--- src/rtl/uart_cmd_pkg.sv ---
// -----------------------------------------------------------------------------
// uart_cmd_pkg
// Shared constants and types for the UART menu-key command decoder.
//   - ASCII constants for the characters the decoder cares about
//   - cmd_code_t : 3-bit command code, CMD_MENU1..CMD_TOG2 = 1..7
//                  (CMD_NONE = 0 is only ever seen as the reset value)
//   - S_EMPTY / S_HOLD : output-stage FSM state encoding
// -----------------------------------------------------------------------------
package uart_cmd_pkg;

    localparam logic [7:0] ASC_CR = 8'h0D;
    localparam logic [7:0] ASC_LF = 8'h0A;
    localparam logic [7:0] ASC_SP = 8'h20;
    localparam logic [7:0] ASC_0  = 8'h30;

    typedef enum logic [2:0] {
        CMD_NONE  = 3'd0,
        CMD_MENU1 = 3'd1,
        CMD_MENU2 = 3'd2,
        CMD_MENU3 = 3'd3,
        CMD_MENU4 = 3'd4,
        CMD_MENU5 = 3'd5,
        CMD_TOG1  = 3'd6,
        CMD_TOG2  = 3'd7
    } cmd_code_t;

    localparam logic S_EMPTY = 1'b0;
    localparam logic S_HOLD  = 1'b1;

endpackage

--- src/rtl/cmd_fifo.sv ---
// -----------------------------------------------------------------------------
// cmd_fifo
// Synchronous register FIFO, 2^FIFO_W entries of DW bits, with a
// combinational read port (o_rd_data always shows the head entry).
// Ports:
//   clk, reset   : clock, asynchronous active-high reset
//   i_wr_en      : push i_wr_data (accepted when not full, or when a pop
//                  happens in the same cycle)
//   i_rd_en      : pop the head entry (ignored when empty)
//   o_rd_data    : head entry
//   o_full       : level == 2^FIFO_W
//   o_empty      : level == 0
//   o_level      : number of stored entries
// -----------------------------------------------------------------------------
module cmd_fifo #(
    parameter int FIFO_W = 2,
    parameter int DW     = 3
) (
    input  logic            clk,
    input  logic            reset,
    input  logic            i_wr_en,
    input  logic [DW-1:0]   i_wr_data,
    input  logic            i_rd_en,
    output logic [DW-1:0]   o_rd_data,
    output logic            o_full,
    output logic            o_empty,
    output logic [FIFO_W:0] o_level
);

    localparam int DEPTH = 1 << FIFO_W;

    logic [DW-1:0]   r_mem [DEPTH];
    logic [FIFO_W:0] r_wr_ptr;
    logic [FIFO_W:0] r_rd_ptr;
    logic            w_push;
    logic            w_pop;

    // Pointers carry one extra wrap bit so a full FIFO and an empty FIFO
    // are told apart by the plain difference.
    assign o_level   = r_wr_ptr - r_rd_ptr;
    assign o_full    = (o_level == (FIFO_W+1)'(DEPTH));
    assign o_empty   = (o_level == '0);
    assign o_rd_data = r_mem[r_rd_ptr[FIFO_W-1:0]];

    assign w_pop  = i_rd_en && !o_empty;
    assign w_push = i_wr_en && (!o_full || w_pop);

    // When full, a simultaneous push and pop address the same slot; the
    // head is read combinationally before the edge, so the new entry
    // safely overwrites it.
    always_ff @(posedge clk or posedge reset) begin
        if (reset) begin
            r_wr_ptr <= '0;
            r_rd_ptr <= '0;
            for (int i = 0; i < DEPTH; i++) begin
                r_mem[i] <= '0;
            end
        end else begin
            if (w_push) begin
                r_mem[r_wr_ptr[FIFO_W-1:0]] <= i_wr_data;
                r_wr_ptr <= r_wr_ptr + 1'b1;
            end
            if (w_pop) begin
                r_rd_ptr <= r_rd_ptr + 1'b1;
            end
        end
    end

endmodule

--- src/rtl/uart_cmd_decoder.sv ---
// -----------------------------------------------------------------------------
// uart_cmd_decoder
// Filters bytes from uart_rx, decodes ASCII keys '1'..CMD_MAX into 3-bit
// command codes, buffers them in a FIFO and presents them to the menu
// controller on a valid/ready handshake. Total storage is the FIFO plus
// one output register.
// Ports:
//   clk, reset    : clock, asynchronous active-high reset
//   rx_done_tick  : one-cycle strobe, rx_data valid
//   rx_data       : received byte
//   cmd_ready     : controller takes cmd_code this cycle
//   ovf_clr       : synchronous clear of the sticky overflow flag
//   cmd_valid     : cmd_code holds a pending command
//   cmd_code      : decoded command (held while cmd_valid is low)
//   cmd_err       : one-cycle pulse after an invalid character
//   ovf           : sticky, a command was dropped because storage was full
//   fifo_level    : FIFO occupancy, not counting the output register
// -----------------------------------------------------------------------------
module uart_cmd_decoder
    import uart_cmd_pkg::*;
#(
    parameter int DBIT    = 8,
    parameter int FIFO_W  = 2,
    parameter int CMD_MAX = 7
) (
    input  logic            clk,
    input  logic            reset,
    input  logic            rx_done_tick,
    input  logic [DBIT-1:0] rx_data,
    input  logic            cmd_ready,
    input  logic            ovf_clr,
    output logic            cmd_valid,
    output logic [2:0]      cmd_code,
    output logic            cmd_err,
    output logic            ovf,
    output logic [FIFO_W:0] fifo_level
);

    localparam logic [DBIT-1:0] L_CR     = DBIT'(ASC_CR);
    localparam logic [DBIT-1:0] L_LF     = DBIT'(ASC_LF);
    localparam logic [DBIT-1:0] L_SP     = DBIT'(ASC_SP);
    localparam logic [DBIT-1:0] L_CMD_LO = DBIT'(ASC_0 + 8'd1);
    localparam logic [DBIT-1:0] L_CMD_HI = DBIT'(ASC_0 + 8'(CMD_MAX));

    logic       r_state;
    logic [2:0] r_code;
    logic       r_err;
    logic       r_ovf;

    logic       w_is_ws;
    logic       w_is_cmd;
    cmd_code_t  w_code;
    logic       w_wr_req;
    logic       w_wr_en;
    logic       w_drop;
    logic       w_pop;
    logic       w_full;
    logic       w_empty;
    logic [2:0] w_rd_data;

    // Byte classification. ASCII '0' has zero low bits, so the low three
    // bits of an accepted digit are already its numeric value.
    assign w_is_ws  = (rx_data == L_CR) || (rx_data == L_LF) || (rx_data == L_SP);
    assign w_is_cmd = (rx_data >= L_CMD_LO) && (rx_data <= L_CMD_HI);
    assign w_code   = cmd_code_t'(rx_data[2:0]);
    assign w_wr_req = rx_done_tick && w_is_cmd;

    // The output register refills whenever it is free or being consumed.
    assign w_pop   = !w_empty && ((r_state == S_EMPTY) || cmd_ready);
    assign w_wr_en = w_wr_req && (!w_full || w_pop);
    assign w_drop  = w_wr_req && !w_wr_en;

    cmd_fifo #(
        .FIFO_W (FIFO_W),
        .DW     (3)
    ) u_fifo (
        .clk       (clk),
        .reset     (reset),
        .i_wr_en   (w_wr_en),
        .i_wr_data (w_code),
        .i_rd_en   (w_pop),
        .o_rd_data (w_rd_data),
        .o_full    (w_full),
        .o_empty   (w_empty),
        .o_level   (fifo_level)
    );

    // Output stage: a pop always lands in the output register and leaves
    // the FSM in HOLD; a consumed command with nothing behind it returns
    // to EMPTY. cmd_code keeps its last value while EMPTY.
    always_ff @(posedge clk or posedge reset) begin
        if (reset) begin
            r_state <= S_EMPTY;
            r_code  <= CMD_NONE;
        end else if (w_pop) begin
            r_state <= S_HOLD;
            r_code  <= w_rd_data;
        end else if ((r_state == S_HOLD) && cmd_ready) begin
            r_state <= S_EMPTY;
        end
    end

    // Error pulse and sticky overflow; a new drop outranks a clear.
    always_ff @(posedge clk or posedge reset) begin
        if (reset) begin
            r_err <= 1'b0;
            r_ovf <= 1'b0;
        end else begin
            r_err <= rx_done_tick && !w_is_ws && !w_is_cmd;
            if (w_drop) begin
                r_ovf <= 1'b1;
            end else if (ovf_clr) begin
                r_ovf <= 1'b0;
            end
        end
    end

    assign cmd_valid = (r_state == S_HOLD);
    assign cmd_code  = r_code;
    assign cmd_err   = r_err;
    assign ovf       = r_ovf;

endmodule

--- config.mk ---
export PLATFORM = sky130hd
export DESIGN_NAME = uart_cmd_decoder
export DESIGN_NICKNAME = d
export VERILOG_FILES = /design/src/rtl/uart_cmd_pkg.sv /design/src/rtl/cmd_fifo.sv /design/src/rtl/uart_cmd_decoder.sv
export SDC_FILE = /design/constraint.sdc
export NUM_CORES = 1
export LEC_CHECK = 0
export ABC_AREA = 1
export CORE_MARGIN = 2
export CORE_UTILIZATION = 40
export DETAILED_ROUTE_END_ITERATION = 8
export GPL_TIMING_DRIVEN = 0
export SLEW_MARGIN = 25
export SYNTH_ARGS = -nofsm -noshare
export SYNTH_HDL_FRONTEND = slang
export SYNTH_HIERARCHICAL = 1
export SYNTH_SLANG_ARGS = --single-unit
export TNS_END_PERCENT = 10
--- constraint.sdc ---
create_clock -name clk -period 2.6 [get_ports clk]
set_input_delay 0.52 -clock clk [delete_from_list [all_inputs] [get_ports clk]]
set_output_delay 0.52 -clock clk [all_outputs]
set_load 0.02 [all_outputs]
# After elaboration in Yosys (flattened, before gate mapping)
# Index checks and enable logic that the tools add are counted.
[word_totals]
reg_bits = 24
word_cells = 59
out_inout_bits = 9
[classes]
mux = 10
n_lt_le_gt_ge = 5
n_reduce_logical = 24
n_eq_ne = 4
bitwise = 3
addsub = 3
[op_table]
columns = ["operator", "n"]
rows = [
  ["$eq A8 B4 Y1 const B", 2],
  ["$bwmux W12", 1],
  ["$logic_and A1 B1 Y1", 11],
  ["$mux W3", 3],
  ["$eq A8 B6 Y1 const B", 1],
  ["$ge A8 B6 Y1 const B", 1],
  ["$le A8 B6 Y1 const B", 1],
  ["$add A3 B1 Y3 const B", 2],
  ["$bmux W3 S2", 1],
  ["$demux W3 S2", 1],
  ["$ge A3 B3 Y1 const B", 2],
  ["$not A2 Y3", 2],
  ["$logic_not A1 Y1", 5],
  ["$logic_or A1 B1 Y1", 5],
  ["$mux W1", 4],
  ["$reduce_bool A2 Y1", 2],
  ["$eq A3 B3 Y1 const B", 1],
  ["$logic_not A3 Y1", 1],
  ["$lt A3 B1 Y1 const B", 1],
  ["$sub A3 B3 Y3", 1],
  ["$not A1 Y1", 1],
]

# Logic depth before layout (Yosys ltp)
# Gate-level depths: netlist of run 1.
[logic_depth]
depth_word = 9
ltp_mapped = 16
mapped_depth_nobuf = 15

# By module
# Netlist of run 1, hierarchy kept.
[by_module_without_submodules]
columns = ["mod", "cells_per_inst", "area_per_inst_um2", "seq_area_each_um2", "instances"]
rows = [
  ["cmd_fifo", 128, 1061.0, 450.4, 1],
  ["uart_cmd_decoder", 52, 366.6, 150.1, 1],
]

# Least setup slack after synthesis of run 1
# Ideal clock, no wire load.
[synth_timing]
path_kind = "reg-to-reg"
startpoint = "register u_fifo.r_wr_ptr[0]"
endpoint = "register u_fifo/r_mem[8] (netlist bit)"
required_time_ps = 2483
path_stages_with_launch = 17
path_slack_ps = 248
arrival_time_ps = 2235
setup_time_ps = 117
synth_period_minus_slack_ps = 2352
cell_sequence = "dfrtp_1 inv_1 ha_1 fa_1 inv_1 nand2_2 nand2_2 inv_2 nand2_2 inv_1 a21oi_4 nor2_1 nor2_1 buf_4 nand3_2 nand2_1 nand2_1"
[synth_between]
elab_chain_cells = 7
[synth_lines]
columns = ["item", "line_no", "rtl"]
rows = [
  ["start: declaration", "cmd_fifo.sv:33", "logic [FIFO_W:0] r_wr_ptr;"],
  ["start signal: assignment", "cmd_fifo.sv:61", "r_wr_ptr <= r_wr_ptr + 1'b1;"],
  ["$sub A3 B3 Y3", "cmd_fifo.sv:40", "assign o_level = r_wr_ptr - r_rd_ptr;"],
  ["via fifo_level[2]", "uart_cmd_decoder.sv:36", "output logic [FIFO_W:0] fifo_level"],
  ["$logic_not A3 Y1", "cmd_fifo.sv:42", "assign o_empty = (o_level == '0);"],
  ["via w_empty", "uart_cmd_decoder.sv:58", "logic w_empty;"],
  ["$logic_not A1 Y1", "uart_cmd_decoder.sv:69", "assign w_pop = !w_empty && ((r_state == S_EMPTY) || cmd_ready);"],
  ["$logic_and A1 B1 Y1", "uart_cmd_decoder.sv:69", ""],
  ["via w_pop", "uart_cmd_decoder.sv:56", "logic w_pop;"],
  ["$logic_or A1 B1 Y1", "uart_cmd_decoder.sv:70", "assign w_wr_en = w_wr_req && (!w_full || w_pop);"],
  ["$logic_and A1 B1 Y1", "uart_cmd_decoder.sv:70", ""],
  ["via w_wr_en", "uart_cmd_decoder.sv:54", "logic w_wr_en;"],
  ["$logic_and A1 B1 Y1", "cmd_fifo.sv:46", "assign w_push = i_wr_en && (!o_full || w_pop);"],
  ["end signal: indexed assignment", "cmd_fifo.sv:60", "r_mem[r_wr_ptr[FIFO_W-1:0]] <= i_wr_data;"],
  ["end: declaration", "cmd_fifo.sv:32", "logic [DW-1:0] r_mem [DEPTH];"],
]
# The timed path passes the listed nets, and every way through them passes these cells.
# A chain may end at the register's enable or synchronous reset.

# Final worst setup path of run 1
[layout_timing]
startpoint = "register u_fifo.r_wr_ptr[0]"
endpoint = "output port fifo_level[1]"
[layout_between]
elab_chain_cells = 1
[layout_lines]
columns = ["item", "line_no"]
rows = [
  ["$sub A3 B3 Y3", "cmd_fifo.sv:40"],
  ["end: declaration", "uart_cmd_decoder.sv:36"],
]
# Every way passes these cells.

==> results of run 1 <==
[final cells by class]
cell class,count,share of cell area (%)
multi-input cells,130,40.9
flip-flops and latches,24,34.3
repair buffers,23,12.5
inverters,22,4.78
well taps,46,3.28
plain buffers,4,2.14
clock buffers,4,2.07
[cell families after synthesis]
kind of cell,after synthesis
AOI/OAI and AO/OA,13
xor gates and xnor gates,1
DFF,24
adders and majority gates,7
and+or+nand+nor,109
buffers and inverters,26
[sequential cells by signal (all words and copies together) (netlist names)]
register,count
cmd_code,3
cmd_err,1
u_fifo/r_mem,12
cmd_valid,1
u_fifo/r_rd_ptr,3
ovf,1
u_fifo/r_wr_ptr,3
[Yosys cell counts (all sizes together) (3+ instances only)]
master,instances
buf,3
dfrtp,24
ha,6
inv,21
nand2,63
nand3,12
nand4,14
nor2,19
o21ai,9
o22ai,3
[per-layer routing]
| layer | track usage [%] | vias to the layer above | share of wire [%] |
|---|---|---|---|
| met2 | 28.3 | 15 | 48 |
| met3 | 4.05 | 2 | 2.8 |
| li1 | - | 639 | - |
| met4 | 4.62 | 0 | 0.78 |
| met1 | 21.8 | 569 | 49 |
| met5 | 0 | - | 0 |
[where the power goes]
group | switching, uW | total, uW | internal, uW | leakage, uW
registers | 88.9 | 550 | 461 | 0.000315
clock network | 110 | 195 | 85.6 | 0.0000210
logic | 592 | 981 | 390 | 0.000552
[final timing paths]
check | from | to | cells after the start
setup / recovery | u_fifo/r_wr_ptr[0] | fifo_level[1] | 5
max in group asynchronous | reset | u_fifo/r_rd_ptr[0] | 2
min in group clk | cmd_code[1] | cmd_code[1] | 2
hold reg to reg | cmd_code[1] | cmd_code[1] | 2
setup reg to reg | u_fifo/r_wr_ptr[0] | u_fifo/r_mem[7] | 14
hold / removal | reset | cmd_code[2] | 2
[worst register-to-register path, delay by kind of cell, from the launching register on]
kind | cells | cell delay (ps)
AO/OA/AOI/OAI | 1 | 140
adder cells (fa/ha/maj) | 2 | 690
buffers and inverters | 4 | 410
flip-flops | 1 | 430
AND/OR/NAND/NOR | 7 | 660
[metrics by stage]
stage / utilization, % / hold slack, ps / worst slack (ps) / cell area [um^2]
after floorplan: - / 311 / 248 / 1430
after detailed placement: 50.0 / 459 / -58.4 / 1700
final: 51.7 / 438 / 165 / 1750
after CTS: 51.2 / 431 / -8.43 / 1740
after global routing: 51.7 / 457 / 2.58 / 1750
after global placement: 50.0 / 455 / 25.9 / 1700
[repair_timing]
item                       CTS  global route
resized for setup            6             4
pin swaps                    1             0
setup endpoints to repair   17            16
setup buffers                0             2
==> results_tabular.tex, run 1 <==
\begin{tabular}{lr}
\hline
Metric & Value \\
\hline
\multicolumn{2}{l}{\textbf{Critical path}} \\
\quad Family with the most delay on the worst path & adder cells \\
\quad Worst Path Buf+Inv & 3 \\
\quad Worst Setup Start Kind & register \\
\quad Critical path required time & 2080 ps \\
\quad Standard cell with the maximum stage delay on the critical path & fa\_1 \\
\quad Element type at the critical path end & output pin \\
\quad Critical Path Fanout Max & 4 \\
\quad Arrival time reported for the critical path endpoint & 1910 ps \\
\quad Cells traversed along the worst timing path & inv\_2 -> ha\_1 -> fa\_1 -> inv\_1 -> dlygate4sd2\_1 \\
\quad Worst setup path class & reg -> out \\
\quad Worst path max stage delay & 530 ps \\
\quad Minimum setup slack among reg-to-reg paths & 180 ps \\
\multicolumn{2}{l}{\textbf{Route}} \\
\quad Remaining number of nets flagged by the antenna check after routing & 0 \\
\quad Detailed router's first-iteration violation count & 51 \\
\quad DRC & 0 \\
\quad Per-cell routed wire length & 12.2 um \\
\quad Drt via density & 4.84 \\
\quad Via count of the routed design & 1225 \\
\quad Iteration count of the initial detailed-routing pass & 4 \\
\quad Total detailed-routing wirelength & 3090 um \\
\multicolumn{2}{l}{\textbf{Cells and area}} \\
\quad Layout cell share with drive strength beyond 1 & 15.9\% \\
\quad Most frequent cells in the layout & 57 x nand2\_1, 23 x dfrtp\_1, 19 x inv\_1, 19 x clkdlybuf4s50\_1, 15 x nor2\_1 \\
\quad Most frequent standard cell in the layout excluding fill and tap cells & nand2\_1 \\
\quad Area delta synth->final & 22.8\% \\
\quad Filler Cell Count & 323 \\
\quad FF+latch area & 602 um\^{}2 \\
\quad Non-filler instance count after layout & 253 \\
\quad Area occupied by multi-input gates & 717 um\^{}2 \\
\quad Antenna Cells & 0 \\
\quad Final net count & 228 \\
\multicolumn{2}{l}{\textbf{Synthesis}} \\
\quad Mapped cell area & 1430 um\^{}2 \\
\quad Area fraction in compound gates after synthesis & 5.61\% \\
\quad Library cells used by synthesis & 25 \\
\quad Synth async-reset ratio & 100\% \\
\quad Mapped Nets & 200 \\
\quad Flop and latch count out of synthesis & 24 \\
\quad Prevailing post-synth register cell & dfrtp\_1 \\
\quad Number of instances in the synthesized netlist & 180 \\
\quad Synth area leader & dfrtp\_1 \\
\quad Synth top area cells & dfrtp\_1 42\%, nand2\_1 15\%, nand4\_1 6.1\% \\
\quad Synth Area in Simple Gates & 37.0\% \\
\quad Count of flip-flops with a built-in enable after synthesis & 0 \\
\quad Fraction of synthesized area in multiplexers & 0\% \\
\quad Largest family of logic cells by synthesized area & simple AND/OR/NAND/NOR gates \\
\quad Yosys warning total & 6 \\
\quad Mean instance size in the synthesized netlist & 7.93 um\^{}2 \\
\quad Synth top area share & 42.1\% \\
\quad Post-synthesis xor/xnor area fraction & 0.613\% \\
\quad Adder and majority cell fraction of the synthesized area & 6.66\% \\
\quad Part of the Yosys area used for sequential elements & 42.1\% \\
\multicolumn{2}{l}{\textbf{Timing}} \\
\quad Final Hold Violating Endpoints & 0 \\
\quad Relative slew margins & 53.7\% \\
\quad Setup tns final & 0 ps \\
\quad Post-route clock period utilization & 93.6\% \\
\quad Total of endpoints with negative setup slack in the final report & 0 \\
\quad Min Tclk post-route & 2430 ps \\
\quad Highest achievable clock rate & 411 MHz \\
\quad Worst clock skew & 3.39 ps \\
\quad Final Slew Violations & 0 \\
\quad Unrepaired setup endpoints after global routing & no \\
\quad Transition at the pin with the smallest max-transition slack & 693 ps \\
\multicolumn{2}{l}{\textbf{Clocking}} \\
\quad Clock buffer count from CTS & 3 \\
\quad Clk Latency, worst-skew pair & 310 ps \\
\quad Number of buffers inserted for hold repair after clock tree synthesis & 0 \\
\quad Root buffer selected by CTS & clkbuf\_4 \\
\quad \# clock sinks & 24 \\
\quad Clock-pin slew of the registers on the worst-case setup and hold paths & 130 ps \\
\quad Number of buffers on the longest clock path & 2 \\
\quad Deepest level of the CTS H-tree & 1 \\
\quad Clock tree from TritonCTS & yes \\
\multicolumn{2}{l}{\textbf{Floorplan}} \\
\quad Boundary pin count & 22 \\
\quad DIE HEIGHT & 63.7 um \\
\quad Core footprint & 3390 um\^{}2 \\
\quad Effective utilization at floorplan & 42.1\% \\
\quad Horizontal die dimension & 63.7 um \\
\quad Area of the die & 4060 um\^{}2 \\
\quad Placement row count & 21 \\
\multicolumn{2}{l}{\textbf{Global routing}} \\
\quad Initial antenna violation count & 0 \\
\quad Grt total ovfl & 0 \\
\quad Via count of the first global-routing pass & 1146 \\
\quad First-pass GRT wire length & 5350 um \\
\quad Maximum number of pins on one net before global-route repair & 19 \\
\quad Combined global-route utilization of all metal layers & 16.9\% \\
\multicolumn{2}{l}{\textbf{Placed design}} \\
\quad Placed instance count & 247 \\
\quad Number of buffers added on ports & 21 \\
\quad Detailed placement HPWL & 2390 um \\
\quad RD Place Congestion & 0.813 \\
\multicolumn{2}{l}{\textbf{Job}} \\
\quad Max-cap viol count & 0 \\
\multicolumn{2}{l}{\textbf{Pwr}} \\
\quad Leak Pwr & 0.000888 uW \\
\quad Post-layout power & 1730 uW \\
\quad Maximum VDD drop & 0.000364 V \\
\quad Total power divided by cell area & 985 nW/um\^{}2 \\
\multicolumn{2}{l}{\textbf{Hold path}} \\
\quad Type of the tightest min-delay check & in -> async \\
\multicolumn{2}{l}{\textbf{Outcome}} \\
\quad Status & finished clean \\
\hline
\end{tabular}
Power figures use the tool's default switching activity.
==> run 2: changes to the inputs <==
--- a/config.mk
+++ b/config.mk
@@ -10,6 +10,7 @@
 export CORE_UTILIZATION = 40
 export DETAILED_ROUTE_END_ITERATION = 8
 export GPL_TIMING_DRIVEN = 0
+export SKIP_LAST_GASP = 1
 export SLEW_MARGIN = 25
 export SYNTH_ARGS = -nofsm -noshare
 export SYNTH_HDL_FRONTEND = slang
==> run 2 against run 1 <==
Against the previous run:
- count of clock-buffer cells in the layout is the same
- via count down 0.41%
- sequential cell count stayed put
- first-iteration DRC count rose by 29%
- sequential share of layout area rose by 0.074 points
- combinational power about the same
- highest routed layer unchanged
- die area unchanged
- register-to-register slack worse by 110 ps
- design area decreased by 0.21%
==> results_tabular.tex, run 2 (synthesized netlist as in run 1, its figures left out) <==
\begin{tabular}{lr}
\hline
Metric & Value \\
\hline
\multicolumn{2}{l}{\textbf{Outcome}} \\
\quad Status & finished clean \\
\multicolumn{2}{l}{\textbf{Timing}} \\
\quad Setup tns final & 0 ps (unchanged) \\
\quad Total of endpoints with negative setup slack in the final report & 0 (unchanged) \\
\quad Highest achievable clock rate & 396 MHz (-3.6\%) \\
\quad Final Slew Violations & 0 (unchanged) \\
\quad Post-route clock period utilization & 97.2\% (+3.5 points) \\
\quad Unrepaired setup endpoints after global routing & yes \\
\quad Worst clock skew & 2.76 ps (-0.631 ps) \\
\quad Final Hold Violating Endpoints & 0 (unchanged) \\
\quad Transition at the pin with the smallest max-transition slack & 688 ps (-5.54 ps) \\
\quad Fin worst setup slack & 73.7 ps (-91.6 ps) \\
\quad Min Tclk post-route & 2530 ps (+91.6 ps) \\
\quad Relative slew margins & 54.1\% (+0.37 points) \\
\multicolumn{2}{l}{\textbf{Global routing}} \\
\quad Initial antenna violation count & 0 (unchanged) \\
\quad First-pass GRT wire length & 5350 um (unchanged) \\
\quad Maximum number of pins on one net before global-route repair & 19 (unchanged) \\
\quad Combined global-route utilization of all metal layers & 16.9\% (unchanged) \\
\quad Grt total ovfl & 0 (unchanged) \\
\quad Via count of the first global-routing pass & 1146 (unchanged) \\
\multicolumn{2}{l}{\textbf{Critical path}} \\
\quad Family with the most delay on the worst path & simple AND/OR/NAND/NOR gates \\
\quad Library cell appearing most often on the critical path & nand2\_1 \\
\quad Worst Setup Start Kind & register \\
\quad Arrival time reported for the critical path endpoint & 2740 ps (+830 ps) \\
\quad Worst Path Buf+Inv & 4 (+1) \\
\quad Element type at the critical path end & register \\
\quad Critical Path Fanout Max & 10 (+6) \\
\quad Worst path max stage delay & 470 ps (-60 ps) \\
\quad Cells traversed along the worst timing path & inv\_1 -> ha\_1 -> fa\_1 -> nand2\_1 -> clkinv\_2 -> nand2\_2 -> inv\_1 -> a21oi\_4 -> nor2\_1 -> nor2\_1 -> buf\_4 -> nand3\_2 -> nand2\_1 -> nand2\_1 \\
\quad Standard cell with the maximum stage delay on the critical path & fa\_1 \\
\quad Worst setup path class & reg -> reg \\
\quad Critical path required time & 2810 ps (+730 ps) \\
\multicolumn{2}{l}{\textbf{Route}} \\
\quad Detailed-routing wirelength on met1 & 1480 um (-1.7\%) \\
\quad Routed length on met2 & 1430 um (-2.7\%) \\
\quad Per-cell routed wire length & 12.2 um (-0.23\%) \\
\quad Remaining number of nets flagged by the antenna check after routing & 0 (unchanged) \\
\quad Highest signal layer in the routed design & met4 \\
\quad Total detailed-routing wirelength & 3080 um (-0.23\%) \\
\quad Iteration count of the initial detailed-routing pass & 4 (unchanged) \\
\quad Met3 layer wire length in the routed design & 145 um (+67\%) \\
\quad DRC & 0 (unchanged) \\
\quad Detailed router's first-iteration violation count & 66 (+29\%) \\
\quad Drt via density & 4.82 (-0.41\%) \\
\quad Via count of the routed design & 1220 (-0.41\%) \\
\multicolumn{2}{l}{\textbf{Placed design}} \\
\quad RD Place Congestion & 0.813 (unchanged) \\
\quad Area of placed instances & 1700 um\^{}2 (unchanged) \\
\quad Post-place setup slack & -58.4 ps (unchanged) \\
\quad Number of buffers added on ports & 21 (unchanged) \\
\quad Placed instance count & 247 (unchanged) \\
\quad Detailed placement HPWL & 2390 um (unchanged) \\
\multicolumn{2}{l}{\textbf{Cells and area}} \\
\quad Most frequent standard cell in the layout excluding fill and tap cells & nand2\_1 \\
\quad Most frequent cells in the layout & 58 x nand2\_1, 23 x dfrtp\_1, 20 x inv\_1 \\
\quad Area delta synth->final & 22.5\% \\
\quad Flip-flop count of the largest register, all copies and words added & 12 (unchanged) \\
\quad Non-filler instance count after layout & 253 (unchanged) \\
\quad Area occupied by multi-input gates & 712 um\^{}2 (-0.70\%) \\
\quad Final net count & 228 (unchanged) \\
\quad Cell area after layout & 1750 um\^{}2 (-0.21\%) \\
\quad Filler Cell Count & 318 (-1.5\%) \\
\quad Antenna Cells & 0 (unchanged) \\
\quad Largest register by flop count & u\_fifo/r\_mem \\
\quad FF+latch area & 602 um\^{}2 (unchanged) \\
\quad Layout cell share with drive strength beyond 1 & 14.0\% (-1.9 points) \\
\multicolumn{2}{l}{\textbf{Clocking}} \\
\quad Deepest level of the CTS H-tree & 1 (unchanged) \\
\quad Root buffer selected by CTS & clkbuf\_4 \\
\quad Clock tree from TritonCTS & yes \\
\quad \# clock sinks & 24 (unchanged) \\
\quad Clk Latency, worst-skew pair & 310 ps (about the same) \\
\quad Clock-pin slew of the registers on the worst-case setup and hold paths & 130 ps (about the same) \\
\quad Number of buffers on the longest clock path & 2 (unchanged) \\
\quad Clock buffer count from CTS & 3 (unchanged) \\
\quad Number of buffers inserted for hold repair after clock tree synthesis & 0 (unchanged) \\
\multicolumn{2}{l}{\textbf{Pwr}} \\
\quad Total power divided by cell area & 986 nW/um\^{}2 (+0.13\%) \\
\quad Maximum VDD drop & 0.000386 V (+6.0\%) \\
\quad Leak Pwr & 0.000899 uW (+1.3\%) \\
\multicolumn{2}{l}{\textbf{Floorplan}} \\
\quad Area of the die & 4060 um\^{}2 (unchanged) \\
\quad DIE HEIGHT & 63.7 um (unchanged) \\
\quad Placement row count & 21 (unchanged) \\
\quad Boundary pin count & 22 (unchanged) \\
\quad Effective utilization at floorplan & 42.1\% (unchanged) \\
\quad Horizontal die dimension & 63.7 um (unchanged) \\
\quad Core footprint & 3390 um\^{}2 (unchanged) \\
\multicolumn{2}{l}{\textbf{Hold path}} \\
\quad Type of the tightest min-delay check & in -> async \\
\multicolumn{2}{l}{\textbf{Job}} \\
\quad Max-cap viol count & 0 (unchanged) \\
\hline
\end{tabular}
## run 2: changes by cell type in the layout (fill, tap and decap cells not counted)
cell	before	now
buf_2	0	1
buf_4	2	3
buf_6	2	1
clkbuf_2	1	0
clkbuf_4	5	4
dlymetal6s2s_1	0	1
inv_1	19	20
inv_2	2	1
nand2_1	57	58
nand2_2	6	5
nor2_1	15	16
nor2_2	3	2
## run 2: final timing paths
kind                       depth (start not counted)                  to  slack, ps                from
setup / recovery                                  14     u_fifo/r_mem[7]         70  u_fifo/r_wr_ptr[0]
hold / removal                                     2         cmd_code[2]        440               reset
setup reg to reg                                  14     u_fifo/r_mem[7]         70  u_fifo/r_wr_ptr[0]
hold reg to reg                                    2         cmd_code[1]        480         cmd_code[1]
max in group asynchronous                          2  u_fifo/r_rd_ptr[0]       1500               reset
min in group clk                                   2         cmd_code[1]        480         cmd_code[1]
## run 2: worst register-to-register path, delay by kind of cell, from the launching register on
kind | cells | cell delay, ps
AO/OA/AOI/OAI | 1 | 140
adder cells (fa/ha/maj) | 2 | 690
buffers and inverters | 4 | 490
flip-flops | 1 | 420
AND/OR/NAND/NOR | 7 | 710
## run 2: layout make-up
cell class	count	area share, %
Tap cell	46	3.29
Clock buffer	4	2.07
Sequential cell	24	34.4
Inverter	22	4.79
Timing Repair Buffer	23	12.9
Multi-Input combinational cell	130	40.7
Buffer	4	1.79
## run 2: where the power goes
group | total [uW] | leakage [uW] | switching, uW | internal (uW)
sequential | 548 | 0.000315 | 87.2 | 461
combinational | 981 | 0.000563 | 584 | 397
clock | 196 | 0.0000210 | 110 | 85.6
total | 1730 | 0.000899 | 781 | 944
## run 2: what timing repair did
| item | CTS | global route |
|---|---|---|
| buffers inserted | 0 | 2 |
| resized for setup | 2 | 1 |
| endpoints found under the setup margin | 17 | 17 |
## run 2: routing by layer
| layer | up-vias | global-route usage, % |
|---|---|---|
| li1 | 640 | - |
| met1 | 552 | 21.8 |
| met2 | 26 | 28.3 |
| met3 | 2 | 4.05 |
| met4 | 0 | 4.62 |
| met5 | - | 0 |
## run 2: through the flow
| step | hold slack (ps) | utilization (%) | power [uW] |
|---|---|---|---|
| after floorplan | 311 | - | 1220 |
| after global placement | 455 | 50.0 | 1500 |
| after detailed placement | 459 | 50.0 | 1540 |
| after CTS | 431 | 51.1 | 1730 |
| after global routing | 457 | 51.6 | 1890 |
| final | 438 | 51.6 | 1730 |
